File: src/rtl/automorph_pkg.sv
// rtl/automorph_pkg.sv - shared types and limits for the automorphism scheduler
package automorph_pkg;

  localparam int MAX_R = 31;
  localparam int ROT_W = 5;

  typedef enum logic [1:0] {
    S_IDLE,
    S_RUN,
    S_DRAIN,
    S_DONE
  } state_t;

  typedef struct packed {
    logic [ROT_W-1:0] r;
    logic             last;
  } tag_t;

endpackage

File: src/rtl/automorph_sched_fifo.sv
// rtl/automorph_sched_fifo.sv - 2-entry output FIFO holding permuted address and tag
module automorph_sched_fifo #(
  parameter int W = 16
) (
  input  logic         clk,
  input  logic         rst,
  input  logic         push,
  input  logic [W-1:0] push_data,
  input  logic         pop,
  output logic [W-1:0] head,
  output logic         empty,
  output logic [1:0]   count
);

  logic [W-1:0] mem [2];
  logic         wr_ptr;
  logic         rd_ptr;

  // Storage is cleared on reset so the head reads zero while idle.
  always_ff @(posedge clk) begin
    if (rst) begin
      mem[0] <= '0;
      mem[1] <= '0;
      wr_ptr <= 1'b0;
      rd_ptr <= 1'b0;
      count  <= 2'd0;
    end else begin
      if (push) begin
        mem[wr_ptr] <= push_data;
        wr_ptr      <= ~wr_ptr;
      end
      if (pop) begin
        rd_ptr <= ~rd_ptr;
      end
      case ({push, pop})
        2'b10:   count <= count + 2'd1;
        2'b01:   count <= count - 2'd1;
        default: count <= count;
      endcase
    end
  end

  assign head  = mem[rd_ptr];
  assign empty = (count == 2'd0);

endmodule

File: src/rtl/automorph_sched.sv
// rtl/automorph_sched.sv - issues (i, r) steps to an external AGU and streams permuted addresses
module automorph_sched #(
  parameter int MAX_R      = automorph_pkg::MAX_R,
  parameter int IDX_COUNT  = 256,
  parameter int ADDR_WIDTH = 10
) (
  input  logic                  clk,
  input  logic                  rst,
  input  logic                  start,
  input  logic [4:0]            num_rot,
  input  logic [ADDR_WIDTH-1:0] base_addr,
  output logic                  busy,
  output logic                  done,
  output logic [31:0]           agu_i,
  output logic [4:0]            agu_r,
  output logic [ADDR_WIDTH-1:0] agu_addr,
  input  logic [ADDR_WIDTH-1:0] agu_out_addr,
  output logic                  out_valid,
  input  logic                  out_ready,
  output logic [ADDR_WIDTH-1:0] out_addr,
  output logic [4:0]            out_r,
  output logic                  out_last
);
  import automorph_pkg::*;

  localparam int IW = (IDX_COUNT > 1) ? $clog2(IDX_COUNT) : 1;
  localparam int FW = ADDR_WIDTH + $bits(tag_t);

  state_t                state, state_nxt;
  logic [IW-1:0]         i_q;
  logic [4:0]            r_q;
  logic [4:0]            num_rot_q;
  logic [ADDR_WIDTH-1:0] base_q;
  logic                  inflight_q;
  tag_t                  inflight_tag_q;
  tag_t                  issue_tag;
  logic                  issue;
  logic                  last_step;
  logic                  pop;
  logic [4:0]            num_rot_clamped;
  logic [1:0]            fifo_count;
  logic                  fifo_empty;
  logic [FW-1:0]         fifo_head;

  assign num_rot_clamped = (num_rot > 5'(MAX_R)) ? 5'(MAX_R) : num_rot;
  assign last_step       = (i_q == IW'(IDX_COUNT - 1)) && (r_q == num_rot_q - 5'd1);
  // Credit: a slot is reserved for the in-flight AGU result before it arrives.
  assign issue           = (state == S_RUN) &&
                           (({1'b0, fifo_count} + {2'b00, inflight_q}) < 3'd2);
  assign issue_tag       = '{r: r_q, last: last_step};
  assign pop             = out_valid && out_ready;

  always_comb begin
    state_nxt = state;
    case (state)
      S_IDLE:  if (start) state_nxt = (num_rot == 5'd0) ? S_DONE : S_RUN;
      S_RUN:   if (issue && last_step) state_nxt = S_DRAIN;
      S_DRAIN: if (fifo_empty && !inflight_q) state_nxt = S_DONE;
      S_DONE:  state_nxt = S_IDLE;
      default: state_nxt = S_IDLE;
    endcase
  end

  always_ff @(posedge clk) begin
    if (rst) begin
      state          <= S_IDLE;
      i_q            <= '0;
      r_q            <= 5'd0;
      num_rot_q      <= 5'd0;
      base_q         <= '0;
      inflight_q     <= 1'b0;
      inflight_tag_q <= '0;
    end else begin
      state      <= state_nxt;
      inflight_q <= issue;
      if (issue) inflight_tag_q <= issue_tag;
      if (state == S_IDLE && start) begin
        num_rot_q <= num_rot_clamped;
        base_q    <= base_addr;
        i_q       <= '0;
        r_q       <= 5'd0;
      end else if (issue) begin
        if (last_step) begin
          i_q <= '0;
          r_q <= 5'd0;
        end else if (i_q == IW'(IDX_COUNT - 1)) begin
          i_q <= '0;
          r_q <= r_q + 5'd1;
        end else begin
          i_q <= i_q + 1'b1;
        end
      end
    end
  end

  // AGU inputs come straight from the counters, which only move on issue.
  assign agu_i    = 32'(i_q);
  assign agu_r    = r_q;
  assign agu_addr = base_q + ADDR_WIDTH'(i_q);

  automorph_sched_fifo #(.W(FW)) u_fifo (
    .clk       (clk),
    .rst       (rst),
    .push      (inflight_q),
    .push_data ({agu_out_addr, inflight_tag_q}),
    .pop       (pop),
    .head      (fifo_head),
    .empty     (fifo_empty),
    .count     (fifo_count)
  );

  assign out_valid = !fifo_empty;
  assign {out_addr, out_r, out_last} = fifo_head;
  assign busy = (state != S_IDLE);
  assign done = (state == S_DONE);

endmodule

File: config.mk
export PLATFORM = sky130hd
export DESIGN_NAME = automorph_sched
export DESIGN_NICKNAME = d
export VERILOG_FILES = /design/src/rtl/automorph_pkg.sv /design/src/rtl/automorph_sched_fifo.sv /design/src/rtl/automorph_sched.sv
export SDC_FILE = /design/constraint.sdc
export NUM_CORES = 1
export LEC_CHECK = 0
export CAP_MARGIN = 25
export CORE_ASPECT_RATIO = 1.5
export CORE_MARGIN = 8
export CORE_UTILIZATION = 35
export CTS_BUF_LIST = sky130_fd_sc_hd__clkbuf_8 sky130_fd_sc_hd__clkbuf_16
export DETAILED_ROUTE_END_ITERATION = 12
export GPL_TIMING_DRIVEN = 0
export PLACE_DENSITY = 0.58
export RECOVER_POWER = 25
export SYNTH_ARGS = -nofsm -noshare
export SYNTH_HDL_FRONTEND = slang
export SYNTH_HIERARCHICAL = 1
export SYNTH_SLANG_ARGS = --single-unit
File: constraint.sdc
create_clock -name clk -period 2.6 [get_ports clk]
set_clock_uncertainty 0.1 [all_clocks]
set_input_delay 0.52 -clock clk [delete_from_list [all_inputs] [get_ports clk]]
set_output_delay 0.52 -clock clk [all_outputs]
set_load 0.02 [all_outputs]
* Word-level counts from Yosys, hierarchy flattened
Memories as Yosys holds them, arrays and structs flattened. A register that Yosys moved wholly into a read port is not among the register bits.
Index checks and enable logic that the tools add are counted.
** Cells by class
- Mux-type cells :: 21
- $lt $le $gt $ge :: 2
- Reduce and logical (&&, ||, !) cells :: 18
- Equal/unequal tests :: 10
- Add/subtract/negate cells :: 7
- Bitwise operators :: 2
** Operators with widths (number)
- $mux 16 :: 1
- $mux 8 :: 2
- $reduce_or 16->1 :: 1
- $mux 5 :: 3
- $add 10x8->10 :: 1
- $mux 1 :: 9
- $add 8x1->8 const B :: 1
- $eq 8x8->1 const B :: 1
- $mux 2 :: 4
- $pmux 2 s4 :: 1
- $eq 2x2->1 const B :: 3
- $logic_and 1x1->1 :: 6
- $reduce_bool 2->1 :: 3
- $add 5x1->5 const B :: 1
- $eq 5x5->1 :: 1
- $gt 5x5->1 const B :: 1
- $logic_not 5->1 :: 1
- $sub 5x1->5 const B :: 1
- $eq 2x1->1 const B :: 2
- $logic_not 2->1 :: 2
- $ne 2x2->1 const B :: 2
- $pmux 2 s2 :: 1
- $add 2x1->3 :: 1
- $lt 3x2->1 const B :: 1
- 8 further kinds :: 10
** Word-level totals
- RAM bits :: 32
- Memories :: 1
- Input port bits :: 29
- Bits in registers :: 41
** Memories
- u_fifo.mem :: words 2, width 16, read ports 1, clocked after Yosys merged registers in 1, write ports 2, RTL line automorph_sched_fifo.sv:15 : logic [W-1:0] mem [2];

* Depth between registers and ports, before layout
- Word-level depth :: 6
- Depth in mapped cells :: 9

* Cells and area by module
The synthesis kept the hierarchy.
** By module, submodules not included
- automorph_sched :: sequential area each 740.7 um^2, area each 2208.4 um^2, times used 1, cells each 271
- automorph_sched_fifo :: sequential area each 1061.0 um^2, area each 1597.8 um^2, times used 1, cells each 126

* Least setup slack after synthesis
Ideal clock, no wire load.
- Path kind :: reg2out
- From :: register i_q[0]
- To :: output port agu_addr[8]
- Slack :: -0.107 ns
- Data required time :: 1.980 ns
- Arrival :: 2.087 ns
- Stages on the path, launching flop included :: 10
- Cell sequence :: dfxtp_1 -> ha_1 -> inv_1 -> fa_1 -> inv_1 -> a21oi_1 -> o21bai_1 -> a21o_1 -> a311oi_1 -> xnor2_1
** On the way
- Word-level cells in the longest chain between the ends :: 1
** Ends and longest elaborated chain
- from (decl) :: RTL line automorph_sched.sv:30 : logic [IW-1:0] i_q;
- from (signal assigned) :: RTL line automorph_sched.sv:90 : i_q <= i_q + 1'b1;
- $add 10x8->10 :: RTL line automorph_sched.sv:99 : assign agu_addr = base_q + ADDR_WIDTH'(i_q);
- to (decl) :: RTL line automorph_sched.sv:16 : output logic [ADDR_WIDTH-1:0] agu_addr,
Every way passes these cells.

* Worst setup path in the final report
Ends and elaborated chain as after synthesis.

==> results.cfg <==
[yosys]
synthDominantCellAreaShare_pct = 25.2
ys_seq_area_share_pct = 47.3
synth_area_leader_cell = edfxtp_1
ys_seq_elements = 74
synthDistinctLibCells = 41
syn_inst = 397
ys_top_cells_by_area = edfxtp_1 25%, dfxtp_1 22%, ha_1 5.6%
ys.flop_type = dfxtp_1
synth_edf_count = 32
ys_warn_count = 6
syn_area_sq_mm = 0.00381
async_reset_ff_share_pct = 0
syn_avg_cell_area_sq_um = 9.59

[global_routing]
overflow = 0
antenna_found_initial = 0
track_usage_pct = 12.3
grt_pass1_wl_um = 13900
grt_max_degree = 17
grt_pass1_vias = 2995

[die]
initial_utilization_pct = 35.9
die_width_um = 101
num_io_pins = 95
chipHeight_um = 144
row_count = 46
core_area_sq_mm = 0.0106
dieArea_sq_mm = 0.0145

[route]
firstDrtPassIters = 4
drc = 0
vias_per_cell = 4.47
vias = 2925
routedWlPerCell_um = 13.4
routed_wl_um = 8770
drt.antenna.violating_nets = 0
drt-initial-drc-count = 84

[setup_path]
worst-path-buf-inv = 3
crit_chain = ha_4, inv_2, fa_2, inv_2, a21oi_2, o21bai_1, a21o_1, a311oi_2, xnor2_1, buf_4
slowest_stage = dfxtp_4
rrSetupSlack_ns = 0.41
slowest_delay_ns = 0.36
crit_required_ns = 1.98
arrival_ns = 2.17
critical_path_class = reg -> out
worstPathMaxFanout = 2
cp_top_family = compound AO/OA/AOI/OAI gates
crit_top_cell = inv_2
end_kind = primary output
cp-start-kind = flop

[min_path]
hold_path_class = reg -> reg

[cells_and_area]
final_common_cell = clkdlybuf4s50_1
mostFrequentLayoutCells = 59 x clkdlybuf4s50_1, 54 x nand2_1, 52 x nor2_1
area_delta_synth_final_pct = 36.3
finalInstanceArea_sq_mm = 0.00519
n_antenna_cell = 0
drive_gt1_share_pct = 19.6
fin_nets = 552
utilization_pct = 49.0

[outcome]
outcome = finished with violations
violations = setup timing

[timing]
setup_tns_ns = -0.404
rsz0062_at_grt = true
maxSlewHeadroom_pct = 44.8
drv_slew = 0
layout_min_cycle_time_ns = 2.79
final-hold-violation-count = 0
final.period_utilization_pct = 107
worstMarginPinSlew_ns = 0.828
fmax_mhz = 358
fin_ws_ns = -0.194
finalSetupViolCount = 3

[power]
p_leak_nw = 2.01
p_per_area_mw_per_mm2 = 733
ir_worst_vdd_v = 0.000412

[clock_tree]
cts_made_buffers = 9
cts_root_buffer = clkbuf_16
clockBufferDepth = 2
path_clk_slew_ns = 0.06
clock_sinks = 74
htree_num_levels = 3
cts_tree = yes
clock_latency_ns = 0.33

[place]
hpwl_um = 6560
postPlaceCellArea_sq_mm = 0.00478
place_ws_ns = -0.563
gp_congestion = 0.772
io_buffers = 70

[run]
maxCapViolations = 0
-- worst register-to-register path: stages (launching register included) --
cell and delay, ns:
dfxtp_1 0.32, inv_1 0.12, ha_1 0.21, nand3b_1 0.30, nor2_1 0.33, nand3_2 0.14
a21oi_2 0.20, mux2_1 0.34
-- worst paths after layout --
| path | from | endpoint | cells past startpoint |
|---|---|---|---|
| hold / removal | inflight_tag_q[5] | inflight_tag_q[5] | 2 |
| setup reg to reg | state[1] | state[1] | 7 |
| setup / recovery | i_q[0] | agu_addr[8] | 10 |
| hold reg to reg | inflight_tag_q[5] | inflight_tag_q[5] | 2 |
-- sequential cells by signal (all words and copies together), names as in the netlist, named ones only --
| signal | cells |
|---|---|
| state | 2 |
| agu_r | 5 |
| u_fifo/mem | 32 |
| num_rot_q | 5 |
| inflight_tag_q | 6 |
| u_fifo/count | 2 |
| u_fifo/rd_ptr | 1 |
| inflight_q | 1 |
| u_fifo/wr_ptr | 1 |
| base_q | 10 |
| i_q | 8 |
-- routing by layer --
metal	vias to the layer above	wire, um	global-route usage, %
li1	1507	-	-
met1	1340	3360	12.0
met2	65	4750	23.1
met3	13	510	3.24
met4	0	151	6.15
met5	-	0	0
-- area by class of cell --
class | instances | area [sq um]
multi-input cells | 293 | 1900
flip-flops and latches | 74 | 1820
clock buffers | 10 | 239
inverters | 14 | 52.6
fillers | 1052 | 5400
repair buffers | 75 | 717
plain buffers | 38 | 246
clock inverters | 6 | 33.8
well taps | 144 | 180
-- through the flow --
step / instances / power [mW] / hold WS (ns)
after floorplan: 420 / 2.26 / 0.332
after CTS: 654 / 3.85 / 0.357
after global placement: 634 / 2.69 / 0.345
after detailed placement: 634 / 2.71 / 0.349
after global routing: 654 / 4.02 / 0.366
final: 654 / 3.80 / 0.355
-- cells in the mapped netlist (all sizes together) (5+ instances only) --
| library cell | n |
|---|---|
| clkbuf | 9 |
| inv | 14 |
| nand4 | 5 |
| buf | 30 |
| o21ai | 7 |
| ha | 17 |
| xor2 | 10 |
| nand3 | 7 |
| nand2 | 54 |
| mux2 | 18 |
| nor2 | 52 |
| edfxtp | 32 |
| a21oi | 30 |
| nor3 | 6 |
| dfxtp | 42 |
| nand2b | 21 |
| xnor2 | 18 |
-- power breakdown --
part | internal [mW] | switching [mW] | leakage (nW) | total (mW)
clock network | 0.662 | 0.456 | 0.135 | 1.12
registers | 1.36 | 0.0831 | 0.678 | 1.44
logic | 0.550 | 0.693 | 1.20 | 1.24
total | 2.57 | 1.23 | 2.01 | 3.80
-- logic make-up (layout without fill, tap and decap cells) --
kind of cell | after synthesis | in the layout | synth area share, %
adder cells (fa/ha/maj) | 18 | 18 | 6.11
AND/OR/NAND/NOR | 156 | 156 | 19.2
multiplexers | 20 | 20 | 5.85
AO/OA/AOI/OAI | 47 | 47 | 7.03
flip-flops | 74 | 74 | 47.3
buffers and inverters | 53 | 143 | 7.92
XOR/XNOR | 28 | 28 | 6.44
other | 1 | 24 | 0.0985
-- repair_timing --
item / 4_1_cts / 5_1_grt
cloned: 0 / 0
hold buffers: 0 / 0
gates resized for setup: 55 / 8
setup endpoints to repair: 19 / 8
pin swaps: 14 / 16
hold endpoints to repair: 0 / 0
setup buffers: 5 / 0
(Power assumes the default switching activity.)
